[config.mk]
export PLATFORM = sky130hd
export DESIGN_NAME = bsg_rr_decode_arb
export DESIGN_NICKNAME = d
export VERILOG_FILES = /design/src/rtl/bsg_arb_pkg.sv /design/src/rtl/bsg_decode_with_v.sv /design/src/rtl/bsg_rr_decode_arb_chk.sv /design/src/rtl/bsg_rr_pick.sv /design/src/rtl/bsg_rr_decode_arb.sv
export SDC_FILE = /design/constraint.sdc
export NUM_CORES = 1
export LEC_CHECK = 0
export BUFFER_PORTS_ARGS = -buffer_cell sky130_fd_sc_hd__buf_2
export CAP_MARGIN = 20
export CORE_MARGIN = 4
export CORE_UTILIZATION = 30
export CTS_BUF_LIST = sky130_fd_sc_hd__clkbuf_2 sky130_fd_sc_hd__clkbuf_4 sky130_fd_sc_hd__clkbuf_8
export DETAILED_ROUTE_END_ITERATION = 6
export PLACE_DENSITY = 0.49
export SETUP_SLACK_MARGIN = 0.4
export SKIP_CTS_REPAIR_TIMING = 1
export SLEW_MARGIN = 20
export SYNTH_ARGS = -nofsm -noshare
export SYNTH_HDL_FRONTEND = slang
export SYNTH_SLANG_ARGS = --single-unit
[constraint.sdc]
create_clock -name clk_i -period 10.18 [get_ports clk_i]
set_input_delay 2.036 -clock clk_i [delete_from_list [all_inputs] [get_ports clk_i]]
set_output_delay 2.036 -clock clk_i [all_outputs]
set_load 0.005 [all_outputs]
[src/rtl/bsg_arb_pkg.sv]
// Shared definitions for the round-robin arbitration blocks.
package bsg_arb_pkg;

  // Arbiter control states: waiting for a request, or holding a grant.
  typedef enum logic [0:0] {
    IDLE  = 1'b0,
    GRANT = 1'b1
  } arb_state_e;

  // Width of a binary requester id; at least one bit so tiny arrays stay legal.
  function automatic int id_width(input int els);
    return (els > 1) ? $clog2(els) : 1;
  endfunction

endpackage

[src/rtl/bsg_decode_with_v.sv]
// Shared one-hot decoder with a valid gate: all zeros when v_i is low.
module bsg_decode_with_v #(
  parameter int num_out_p = 32,
  localparam int lg_num_out_lp = (num_out_p > 1) ? $clog2(num_out_p) : 1
) (
  input  logic [lg_num_out_lp-1:0] i,
  input  logic                     v_i,
  output logic [num_out_p-1:0]     o
);

  // Place a single one at position i when valid.
  always_comb begin
    if (v_i) begin
      o = num_out_p'(1) << i;
    end else begin
      o = '0;
    end
  end

endmodule

[src/rtl/bsg_rr_decode_arb_chk.sv]
// Simulation-only protocol checks for bsg_rr_decode_arb.
module bsg_rr_decode_arb_chk #(
  parameter int els_p = 32
) (
  input logic             clk_i,
  input logic             reset_n_i,
  input logic             yumi_i,
  input logic             grant_v_i,
  input logic [els_p-1:0] grant_one_hot_i
);

  // The consumer may only accept a grant that is actually being offered.
  a_yumi_needs_grant: assert property (
    @(posedge clk_i) disable iff (!reset_n_i) yumi_i |-> grant_v_i
  ) else $error("yumi_i asserted while grant_v_o is low");

  // A valid grant always selects exactly one requester.
  a_one_hot: assert property (
    @(posedge clk_i) disable iff (!reset_n_i) grant_v_i |-> $onehot(grant_one_hot_i)
  ) else $error("grant_one_hot_o is not one-hot during a valid grant");

endmodule

[src/rtl/bsg_rr_pick.sv]
// Rotating priority encoder: first request strictly after ptr_i, wrapping
// modulo els_p, so requester ptr_i itself is examined last.
module bsg_rr_pick
  import bsg_arb_pkg::*;
#(
  parameter int els_p = 32,
  localparam int lg_els_lp = id_width(els_p)
) (
  input  logic [els_p-1:0]     reqs_i,
  input  logic [lg_els_lp-1:0] ptr_i,
  output logic                 v_o,
  output logic [lg_els_lp-1:0] id_o
);

  logic [lg_els_lp-1:0] idx_s;

  // Walk offsets from farthest to nearest so the nearest requester wins.
  always_comb begin
    v_o   = |reqs_i;
    id_o  = '0;
    idx_s = '0;
    for (int off = els_p; off >= 1; off--) begin
      idx_s = lg_els_lp'((int'(ptr_i) + off) % els_p);
      id_o  = reqs_i[idx_s] ? idx_s : id_o;
    end
  end

endmodule

[src/rtl/bsg_rr_decode_arb.sv]
// Round-robin arbiter with a registered, sticky grant presented as a binary
// id and as one-hot select lines. The grant rotates only on yumi_i.
module bsg_rr_decode_arb
  import bsg_arb_pkg::*;
#(
  parameter int els_p = 32,
  localparam int lg_els_lp = id_width(els_p)
) (
  input  logic                 clk_i,
  input  logic                 reset_n_i,
  input  logic [els_p-1:0]     reqs_i,
  input  logic                 yumi_i,
  output logic                 grant_v_o,
  output logic [lg_els_lp-1:0] grant_id_o,
  output logic [els_p-1:0]     grant_one_hot_o,
  output logic [lg_els_lp-1:0] last_id_o
);

  arb_state_e           state_r, state_n_s;
  logic                 grant_v_r, grant_v_n_s;
  logic [lg_els_lp-1:0] grant_id_r, grant_id_n_s;
  logic [lg_els_lp-1:0] last_id_r, last_id_n_s;
  logic [lg_els_lp-1:0] pick_ptr_s;
  logic                 pick_v_s;
  logic [lg_els_lp-1:0] pick_id_s;

  // When retiring a grant the retiring id is the new pointer, so use it
  // directly instead of waiting a cycle for last_id_r to catch up.
  assign pick_ptr_s = (state_r == GRANT) ? grant_id_r : last_id_r;

  bsg_rr_pick #(.els_p(els_p)) pick (
    .reqs_i (reqs_i),
    .ptr_i  (pick_ptr_s),
    .v_o    (pick_v_s),
    .id_o   (pick_id_s)
  );

  // State register; reset drops any grant regardless of yumi_i.
  always_ff @(posedge clk_i) begin
    if (!reset_n_i) begin
      state_r <= IDLE;
    end else begin
      state_r <= state_n_s;
    end
  end

  // Next-state: enter GRANT on any request, leave only on yumi with no new request.
  always_comb begin
    state_n_s = state_r;
    case (state_r)
      IDLE: begin
        if (pick_v_s) begin
          state_n_s = GRANT;
        end else begin
          state_n_s = IDLE;
        end
      end
      GRANT: begin
        if (yumi_i && !pick_v_s) begin
          state_n_s = IDLE;
        end else begin
          state_n_s = GRANT;
        end
      end
      default: state_n_s = IDLE;
    endcase
  end

  // Grant datapath next values: latch a pick in IDLE, hold in GRANT until yumi.
  always_comb begin
    grant_v_n_s  = grant_v_r;
    grant_id_n_s = grant_id_r;
    last_id_n_s  = last_id_r;
    case (state_r)
      IDLE: begin
        if (pick_v_s) begin
          grant_v_n_s  = 1'b1;
          grant_id_n_s = pick_id_s;
        end else begin
          grant_v_n_s  = 1'b0;
        end
      end
      GRANT: begin
        if (yumi_i) begin
          last_id_n_s  = grant_id_r;
          grant_v_n_s  = pick_v_s;
          grant_id_n_s = pick_v_s ? pick_id_s : grant_id_r;
        end else begin
          grant_v_n_s  = 1'b1;
        end
      end
      default: begin
        grant_v_n_s = 1'b0;
      end
    endcase
  end

  // Grant and pointer registers; pointer resets to the top id so 0 wins first.
  always_ff @(posedge clk_i) begin
    if (!reset_n_i) begin
      grant_v_r  <= 1'b0;
      grant_id_r <= '0;
      last_id_r  <= lg_els_lp'(els_p - 1);
    end else begin
      grant_v_r  <= grant_v_n_s;
      grant_id_r <= grant_id_n_s;
      last_id_r  <= last_id_n_s;
    end
  end

  assign grant_v_o  = grant_v_r;
  assign grant_id_o = grant_id_r;
  assign last_id_o  = last_id_r;

  bsg_decode_with_v #(.num_out_p(els_p)) one_hot_dec (
    .i   (grant_id_r),
    .v_i (grant_v_r),
    .o   (grant_one_hot_o)
  );

  bsg_rr_decode_arb_chk #(.els_p(els_p)) chk (
    .clk_i           (clk_i),
    .reset_n_i       (reset_n_i),
    .yumi_i          (yumi_i),
    .grant_v_i       (grant_v_r),
    .grant_one_hot_i (grant_one_hot_o)
  );

endmodule

Yosys cells after proc, flatten, opt, wreduce, memory -nomap -nowiden:

Cells that the tools add are included.

* bits of input ports: 35
* word-level logic and storage cells: 181
* output and inout bits: 43
* bits in registers: 12

* mux-type cells: 106
* shifts and indexed selects: 1
* bitwise operators: 1
* add/sub/neg operators: 32
* $lt $le $gt $ge: 32
* equal/unequal tests: 1
* reductions and logical operators: 4

Operators by type and width (number)
* $lt A5 B6 Y1 const B: 32
* $mux W5: 35
* $bmux W1 S5: 32
* $add A5 B5 Y5 const B: 16
* $add A5 B4 Y5 const B: 8
* $mux W1: 35
* $mux W32: 1
* $reduce_or A32 Y1: 1
* $shl A1 B5 Y32 const A: 1
* $add A5 B3 Y5 const B: 4
* $add A5 B1 Y5 const B: 2
* $add A5 B2 Y5 const B: 2
* $pmux W5 S2: 1
* $pmux W1 S2: 2
* $ne A2 B2 Y1 const B: 1
* $reduce_and A2 Y1: 1
* $logic_and A1 B1 Y1: 1
* $logic_not A1 Y1: 1
* $not A1 Y1: 1

Depth between registers and ports, before layout:

Gate-level depths: netlist of the first run.

* depth in word-level cells: 39
* depth in mapped cells: 20

Cells and area by module:

A second synthesis of the first run with hierarchy kept.

* cell total of the unflattened synthesis: 791
* area total of the unflattened synthesis: 6503.7 um^2

Modules (own cells, without submodules)
* bsg_rr_pick: instances 1, seq. area each 0.0 um^2, area an instance 5770.5 um^2, cells each 689
* bsg_rr_decode_arb: instances 1, seq. area each 220.2 um^2, area an instance 499.2 um^2, cells each 55
* bsg_decode_with_v: instances 1, seq. area each 0.0 um^2, area an instance 234.0 um^2, cells each 47

Worst setup path before layout of the first run:

Ideal clock, no wire load.

* kind: reg-to-reg
* start: register state_r
* end: register grant_id_r[2], in the netlist grant_id_o[2]
* setup time: 0.120 ns
* path slack: 5.026 ns
* path buffers: 5
* cell stages (with the launch flop): 17
* required time: 10.060 ns
* arrival: 5.035 ns
* cells stage by stage: dfxtp_1 > buf_4 > mux2i_2 > clkbuf_1 > clkbuf_1 > ha_1 > clkbuf_1 > xnor2_2 > buf_2 > mux4_2 > a22oi_1 > o21ai_0 > o2bb2ai_1 > or4b_1 > a211oi_1 > o31ai_1 > a211o_1

* cells in the longest elaborated chain, start to end: 39
* elaborated cells between the ends (all ways): 134
* classes of those cells: add/sub (32); eq/ne (1); mux (100); bitwise (1)

Ends and longest elaborated chain
* start, declared: RTL line bsg_rr_decode_arb.sv:19 `arb_state_e state_r, state_n_s;`
* start signal, assigned: RTL line bsg_rr_decode_arb.sv:43 `state_r <= state_n_s;`
* $mux W5: RTL line bsg_rr_decode_arb.sv:29 `assign pick_ptr_s = (state_r == GRANT) ? grant_id_r : last_id_r;`
* $add A5 B1 Y5: RTL line bsg_rr_pick.sv:23 `idx_s = lg_els_lp'((int'(ptr_i) + off) % els_p);`
* $bmux W1 S5: RTL line bsg_rr_pick.sv:24 `id_o = reqs_i[idx_s] ? idx_s : id_o;`
* $mux W1 (implied by the code): RTL line bsg_rr_pick.sv:24
* $mux W5 (32 in a row): RTL line bsg_rr_pick.sv:24
* $mux W5: RTL line bsg_rr_decode_arb.sv:76, bsg_rr_decode_arb.sv:87
* $mux W5: RTL line bsg_rr_decode_arb.sv:84 `if (yumi_i) begin`
* $pmux W5 S2: RTL line bsg_rr_decode_arb.sv:74 `case (state_r)`
* end signal, assigned: RTL line bsg_rr_decode_arb.sv:106 `grant_id_r <= grant_id_n_s;`
* end, declared: RTL line bsg_rr_decode_arb.sv:21 `logic [lg_els_lp-1:0] grant_id_r, grant_id_n_s;`

Parallel ways exist; a longest one is shown, timed or not. The select of a mux whose other input is x is not followed.
A chain may end at the register's enable or synchronous reset.

Worst setup path in the final report of the first run:

* start: register state_r
* end: register grant_id_r[1], in the netlist grant_id_o[1]

Same word-level chain as after synthesis.

==> results.txt, run 1 <==
P&R area growth vs syn -> 11.4%
post-route minimum period -> 6.24 ns
FMAX -> 160 MHz
Slew HR -> 26.8%
first-pass GRT wire length -> 42000 um
flop-to-flop setup slack -> 3.94 ns
Seq/Total Area, Yosys -> 3.55%
vias in the first global route -> 6706
Placed Area -> 6860 um2
WS Path Type -> flop to flop
clock latency at the later pin of the worst-skew pair -> 0.25 ns
Post-synth EDFFs -> 0
CP max FO -> 41
logic gate share of total power -> 95.4%
Synth Instances -> 792
synth unique cells -> 75
Worst Path Arrival -> 6.42 ns
die height -> 152 um
I/O pin count -> 78
Startpoint Class -> flop
slew of the pin with the lowest slew margin -> 1.09 ns
Top cell by count, worst path -> mux2i_1
die width -> 152 um
CTS Buf Count -> 3
Post-Synthesis Net Count -> 840
Net Sw Power -> 1.75 mW
GRT Total Usage -> 22.6%
slowest CP cell -> dfxtp_1
Total Neg Setup Slack -> 0 ns
Async SR Flop Fraction -> 0%
clock network fraction of design power -> 1.7%
status -> completed
share of power burned in registers -> 2.8%
final hold vios -> 0
post-route ant nets -> 0
Starting Density -> 30.6%
CTS Sinks -> 11
total of fill cells in the finished design -> 2170
Final Cell Area -> 6910 um2
CTS HTree Levels -> 1
register bit total from synthesis -> 11
most common cell after layout, fill and taps aside -> nor2_1
power per cell area -> 403 nW/um2
total grt overflow -> 0
WL/cell -> 24.8 um
Post-DP HPWL -> 21100 um
DRC -> 0
clk buf depth -> 2
Crit path largest cell delay -> 0.91 ns
1st-pass router iterations -> 5
Root Driver -> clkbuf_8
pin count of the biggest net entering global routing -> 42
Layout Nets -> 889
antenna cells -> 0
max cap viols -> 0
initial antenna violation count -> 0
Clock transition at path regs -> 0.06 ns
core area -> 20300 um2
Mapped Area -> 6200 um2
Placer Congestion -> 0.975
Hold WC Path Type -> flop to flop
Final Max Tran Viols -> 0
Vias -> 7158
Primary FF master, synth -> dfxtp_1
met2 WL -> 11900 um
Peak supply drop -> 0.190 mV
Setup crit end kind -> flop
Pint -> 1.04 mW
Crit path required time -> 10.36 ns
number of port buffers -> 77
leakage power -> 2.68 nW
RSZ-0062 raised after global routing -> no
DIE AREA -> 23000 um2
critical-path cell list -> mux2i_4, buf_4, inv_4, ha_1, xnor2_1, mux4_2, mux2i_1, mux2i_1, nand3_1, a2111oi_0, o211ai_1, a32oi_1
drt first-iter violations -> 884
highest routed layer -> met4
endpoints failing setup -> 0
Final Cycle Share -> 61.3%
Site Rows -> 52
most frequent cells in the layout -> nor2_1 (83), nand2_1 (82), mux2i_1 (81)
Via density -> 6.45
Synth Area per Inst -> 7.83 um2
DRT met1 WL -> 12000 um
Yosys warnings -> 0
CTS tree -> yes
Routed met3 length -> 2730 um
Worst Skew -> 0.00189 ns
sw frac -> 62.7%
share of post-route cells with drive strength above 1 -> 23.1%
routed wire length -> 27500 um
Yosys cell counts (all sizes together) (4+ instances only):
cell | count | area share (%)
a2111oi | 5 | 0.71
a211o | 4 | 0.56
a211oi | 18 | 2.2
a21o | 7 | 0.85
a21oi | 42 | 3.4
a221oi | 5 | 0.71
a22oi | 16 | 1.9
a31oi | 8 | 0.81
a32oi | 6 | 0.85
and3 | 9 | 0.91
buf | 14 | 1.3
clkbuf | 33 | 2.0
dfxtp | 11 | 3.5
ha | 13 | 2.6
inv | 20 | 1.3
mux2 | 22 | 4.0
mux2i | 86 | 14
mux4 | 57 | 21
nand2 | 82 | 5.0
nand2b | 9 | 0.91
nand3 | 26 | 2.1
nor2 | 84 | 5.1
nor2b | 14 | 1.4
nor3 | 16 | 1.3
nor4 | 11 | 1.1
o2111ai | 7 | 0.99
o211ai | 9 | 1.1
o21ai | 41 | 3.3
o22ai | 14 | 1.4
o31ai | 8 | 0.97
or2 | 6 | 0.60
or3 | 5 | 0.50
xnor2 | 25 | 3.7
critical path, delay by kind of cell, from the launching register on:
family	cells	cell delay (ns)
buffers and inverters	2	0.90
AO/OA/AOI/OAI	3	1.08
flip-flops	1	0.91
multiplexers	4	1.64
adder cells (fa/ha/maj)	1	0.52
AND/OR/NAND/NOR	1	0.18
XOR/XNOR	1	0.87
sequential cells by signal, summed over array words and instances (netlist names):
register,flops
last_id_o,5
grant_id_o,5
state_r,1
final cells by class:
cell class / instances / area, um2 / area share [%]
sequential: 11 / 220 / 3.19
clock inverter: 1 / 5.00 / 0.0724
clock buffer: 3 / 41.3 / 0.598
multi-input combinational: 712 / 5730 / 82.9
tap: 270 / 338 / 4.89
inverter: 22 / 85.1 / 1.23
timing repair buffer: 91 / 490 / 7.10
logic make-up (layout without fill, tap and decap cells):
kind of cell               Yosys count  in the layout  share of synthesized area, %
xor gates and xnor gates            25             25                          3.65
AOI/OAI and AO/OA                  224            224                          24.7
adders and majority gates           13             13                          2.62
and+or+nand+nor                    285            285                          21.9
buffers and inverters               69            117                          4.68
muxes                              165            165                          38.8
DFF                                 11             11                          3.55
routing by layer:
layer	vias up	global-route usage, %
li1	3218	-
met1	3441	32.0
met2	429	34.8
met3	70	4.66
met4	0	6.46
met5	-	0
power groups by stage:
stage | clock network (mW) | logic, mW | registers [mW]
after floorplan | 0 | 1.85 | 0.0645
final | 0.0480 | 2.66 | 0.0791
after global routing | 0.0507 | 2.84 | 0.0825
after CTS | 0.0489 | 2.57 | 0.0797
after global placement | 0 | 2.59 | 0.0799
after detailed placement | 0 | 2.56 | 0.0805
final timing paths:
kind / from / end / depth (start not counted)
setup reg to reg: state_r$_SDFF_PN0_ / grant_id_o[1]$_SDFFE_PN0P_ / 12
setup / recovery: state_r$_SDFF_PN0_ / grant_id_o[1]$_SDFFE_PN0P_ / 12
hold reg to reg: last_id_o[3]$_SDFFE_PN1P_ / last_id_o[3]$_SDFFE_PN1P_ / 2
hold / removal: last_id_o[3]$_SDFFE_PN1P_ / last_id_o[3]$_SDFFE_PN1P_ / 2
per-stage QoR:
step | setup WS [ns] | power [mW] | hold slack (ns) | instances | utilization [%]
2_1_floorplan | 5.03 | 1.91 | 0.479 | 792 | -
3_3_place_gp | 4.22 | 2.67 | 0.512 | 1106 | 33.8
4_1_cts | 4.08 | 2.70 | 0.527 | 1110 | 34.0
5_1_grt | 3.45 | 2.97 | 0.549 | 1110 | 34.0
3_5_place_dp | 4.13 | 2.64 | 0.516 | 1106 | 33.8
6_report | 3.94 | 2.79 | 0.524 | 1110 | 34.0
(Power assumes the default switching activity.)
==> inputs of run 2 (changes only) <==
--- a/config.mk
+++ b/config.mk
@@ -11,7 +11,7 @@
 export CORE_UTILIZATION = 30
 export CTS_BUF_LIST = sky130_fd_sc_hd__clkbuf_2 sky130_fd_sc_hd__clkbuf_4 sky130_fd_sc_hd__clkbuf_8
 export DETAILED_ROUTE_END_ITERATION = 6
-export PLACE_DENSITY = 0.49
+export PLACE_DENSITY = 0.5
 export SETUP_SLACK_MARGIN = 0.4
 export SKIP_CTS_REPAIR_TIMING = 1
 export SLEW_MARGIN = 20
==> constraint.sdc (replaced) <==
create_clock -name clk_i -period 5.4 [get_ports clk_i]
set_input_delay 1.08 -clock clk_i [delete_from_list [all_inputs] [get_ports clk_i]]
set_output_delay 1.08 -clock clk_i [all_outputs]
set_load 0.005 [all_outputs]
==> run 2 against run 1 <==
Sequential share of layout area fell by 0.13 points. Combinational power grew 96%. Total power is 95% higher. Hold slack got worse by 0.0044 ns. Die area did not move. Non-clock buffer count up 39. Via count is 2.6% higher. Sequential cell count unchanged. Global-route usage down 0.19 points.
==> results.txt, run 2 (synthesized netlist as in run 1, its figures left out) <==
CP Capture Point -> grant_id_o[0]$_SDFFE_PN0P_
status -> completed
pin count of the biggest net entering global routing -> 41 (-2.4%)
CTS tree -> yes
Final Max Tran Viols -> 0 (unchanged)
WP depth -> 13 (+1)
Final Cell Area -> 7250 um2 (+5.0%)
post-route minimum period -> 4.72 ns (-1.53 ns)
number of port buffers -> 77 (unchanged)
RR Startpoint -> grant_id_o[1]$_SDFFE_PN0P_
clock network fraction of design power -> 1.6% (about the same)
I/O pin count -> 78 (unchanged)
clock latency at the later pin of the worst-skew pair -> 0.24 ns (about the same)
Peak supply drop -> 0.264 mV (+39%)
max cap viols -> 0 (unchanged)
Clock transition at path regs -> 0.06 ns (about the same)
Via density -> 6.39 (-0.86%)
Post-DP HPWL -> 21500 um (+1.6%)
worst path bufs/invs -> 2 (unchanged)
endpoints failing setup -> 0 (unchanged)
final hold vios -> 0 (unchanged)
GRT Total Usage -> 22.4% (-0.19 points)
CP top delay family -> multiplexers
routed wire length -> 27300 um (-0.79%)
share of post-route cells with drive strength above 1 -> 27.3% (+4.2 points)
leakage power -> 2.88 nW (+7.5%)
WS Path Type -> flop to flop
core area -> 20300 um2 (unchanged)
clk buf depth -> 2 (unchanged)
most common cell after layout, fill and taps aside -> nor2_1
Crit path required time -> 5.55 ns (-4.81 ns)
Worst Setup SP -> grant_id_o[1]$_SDFFE_PN0P_
Starting Density -> 30.6% (unchanged)
Setup WS pre-CTS -> 0.352 ns (-3.77 ns)
CTS Sinks -> 11 (unchanged)
slew of the pin with the lowest slew margin -> 1.05 ns (-0.0353 ns)
R2R depth -> 13 (+1)
most frequent cells in the layout -> nor2_1 (83), nand2_1 (82), mux2i_1 (79)
vias in the first global route -> 6881 (+2.6%)
FMAX -> 212 MHz (+32%)
Slew HR -> 29.6% (+2.8 points)
CP max FO -> 9 (-78%)
RSZ-0062 raised after global routing -> no
setup ws final -> 0.681 ns (-3.25 ns)
Net Sw Power -> 3.29 mW (+88%)
total grt overflow -> 0 (unchanged)
antenna cells -> 0 (unchanged)
CTS HTree Levels -> 1 (unchanged)
P&R area growth vs syn -> 16.9%
Setup crit end kind -> flop
Layout Nets -> 928 (+4.4%)
Vias -> 7346 (+2.6%)
share of power burned in registers -> 2.4% (-0.4 points)
Startpoint Class -> flop
Placed Area -> 7130 um2 (+3.9%)
critical-path cell list -> mux2i_4, inv_2, ha_1, inv_1, xnor2_2, mux4_2, mux4_2, a21oi_1, a311o_1, a41oi_1, a2111oi_0, nor4b_2, o32ai_1
FF-to-FF End -> grant_id_o[0]$_SDFFE_PN0P_
drt first-iter violations -> 837 (-5.3%)
Top cell by count, worst path -> mux4_2
flop-to-flop setup slack -> 0.68 ns (-3.25 ns)
initial antenna violation count -> 0 (unchanged)
sw frac -> 60.6% (-2.1 points)
Total Neg Setup Slack -> 0 ns (unchanged)
WL/cell -> 23.7 um (-4.2%)
Placer Congestion -> 0.985 (+1.1%)
die width -> 152 um (unchanged)
first-pass GRT wire length -> 42100 um (+0.21%)
Site Rows -> 52 (unchanged)
CTS Buf Count -> 3 (unchanged)
post-route ant nets -> 0 (unchanged)
Crit path largest cell delay -> 0.86 ns (-0.05 ns)
Root Driver -> clkbuf_8
logic gate share of total power -> 96.0% (+0.6 points)
power per cell area -> 749 nW/um2 (+86%)
1st-pass router iterations -> 7 (+2)
slowest CP cell -> xnor2_2
DIE AREA -> 23000 um2 (unchanged)
DRC -> 0 (unchanged)
Final Cycle Share -> 87.4% (+26 points)
Pint -> 2.14 mW (+110%)
Worst Skew -> 0.00163 ns (-0.000265 ns)
die height -> 152 um (unchanged)
Worst Path Arrival -> 4.87 ns (-1.55 ns)
Hold WC Path Type -> flop to flop
run 2: cell count changes in the layout (fill, tap and decap cells not counted), moves of 2 or more:
cell | before | now
buf_4 | 14 | 52
mux2i_1 | 81 | 79
mux2i_2 | 2 | 4
xnor2_1 | 23 | 21
run 2: worst min path at each step:
stage	startpoint	to	slack [ns]	depth (start not counted)
final	last_id_o[3]$_SDFFE_PN1P_	last_id_o[3]$_SDFFE_PN1P_	0.52	2
after global routing	last_id_o[2]$_SDFFE_PN1P_	last_id_o[2]$_SDFFE_PN1P_	0.58	2
after CTS	last_id_o[3]$_SDFFE_PN1P_	last_id_o[3]$_SDFFE_PN1P_	0.52	2
after detailed placement	last_id_o[3]$_SDFFE_PN1P_	last_id_o[3]$_SDFFE_PN1P_	0.51	2
after global placement	last_id_o[3]$_SDFFE_PN1P_	last_id_o[3]$_SDFFE_PN1P_	0.51	2
after floorplan	last_id_o[2]$_SDFFE_PN1P_	last_id_o[2]$_SDFFE_PN1P_	0.48	2
run 2: metrics by stage:
step	hold slack, ns	utilization [%]	total power, mW	instances
2_1_floorplan	0.479	-	3.61	792
3_3_place_gp	0.512	35.1	5.19	1141
3_5_place_dp	0.514	35.1	5.14	1141
4_1_cts	0.525	35.3	5.25	1145
5_1_grt	0.576	35.7	5.78	1149
6_report	0.520	35.7	5.43	1149
run 2: power by group through the flow:
stage	logic (mW)	registers (mW)	clock network, mW
global route	5.56	0.132	0.0935
global placement	5.06	0.131	0
finish	5.21	0.129	0.0876
detailed placement	5.01	0.131	0
CTS	5.03	0.129	0.0897
floorplan	3.48	0.123	0
run 2: final cells by class:
cell class                 instances  area, um2
tap                              270        338
sequential                        11        221
fill                            2164      13000
timing repair buffer             130        787
multi-input combinational        712       5770
clock inverter                     1       5.00
inverter                          22       85.1
clock buffer                       3       41.3
run 2: metal layers:
metal	global-route usage, %	up-vias	routed length (um)
li1	-	3302	-
met1	32.0	3552	11800
met2	35.6	432	12200
met3	3.21	60	2520
met4	5.86	0	747
met5	0	-	0
run 2: worst register-to-register path, stage by stage (launching register included):
cell,delay (ns)
dfxtp_1,0.52
mux2i_4,0.20
inv_2,0.09
ha_1,0.16
inv_1,0.14
xnor2_2,0.86
mux4_2,0.72
mux4_2,0.64
a21oi_1,0.18
a311o_1,0.15
a41oi_1,0.06
a2111oi_0,0.50
nor4b_2,0.15
o32ai_1,0.25
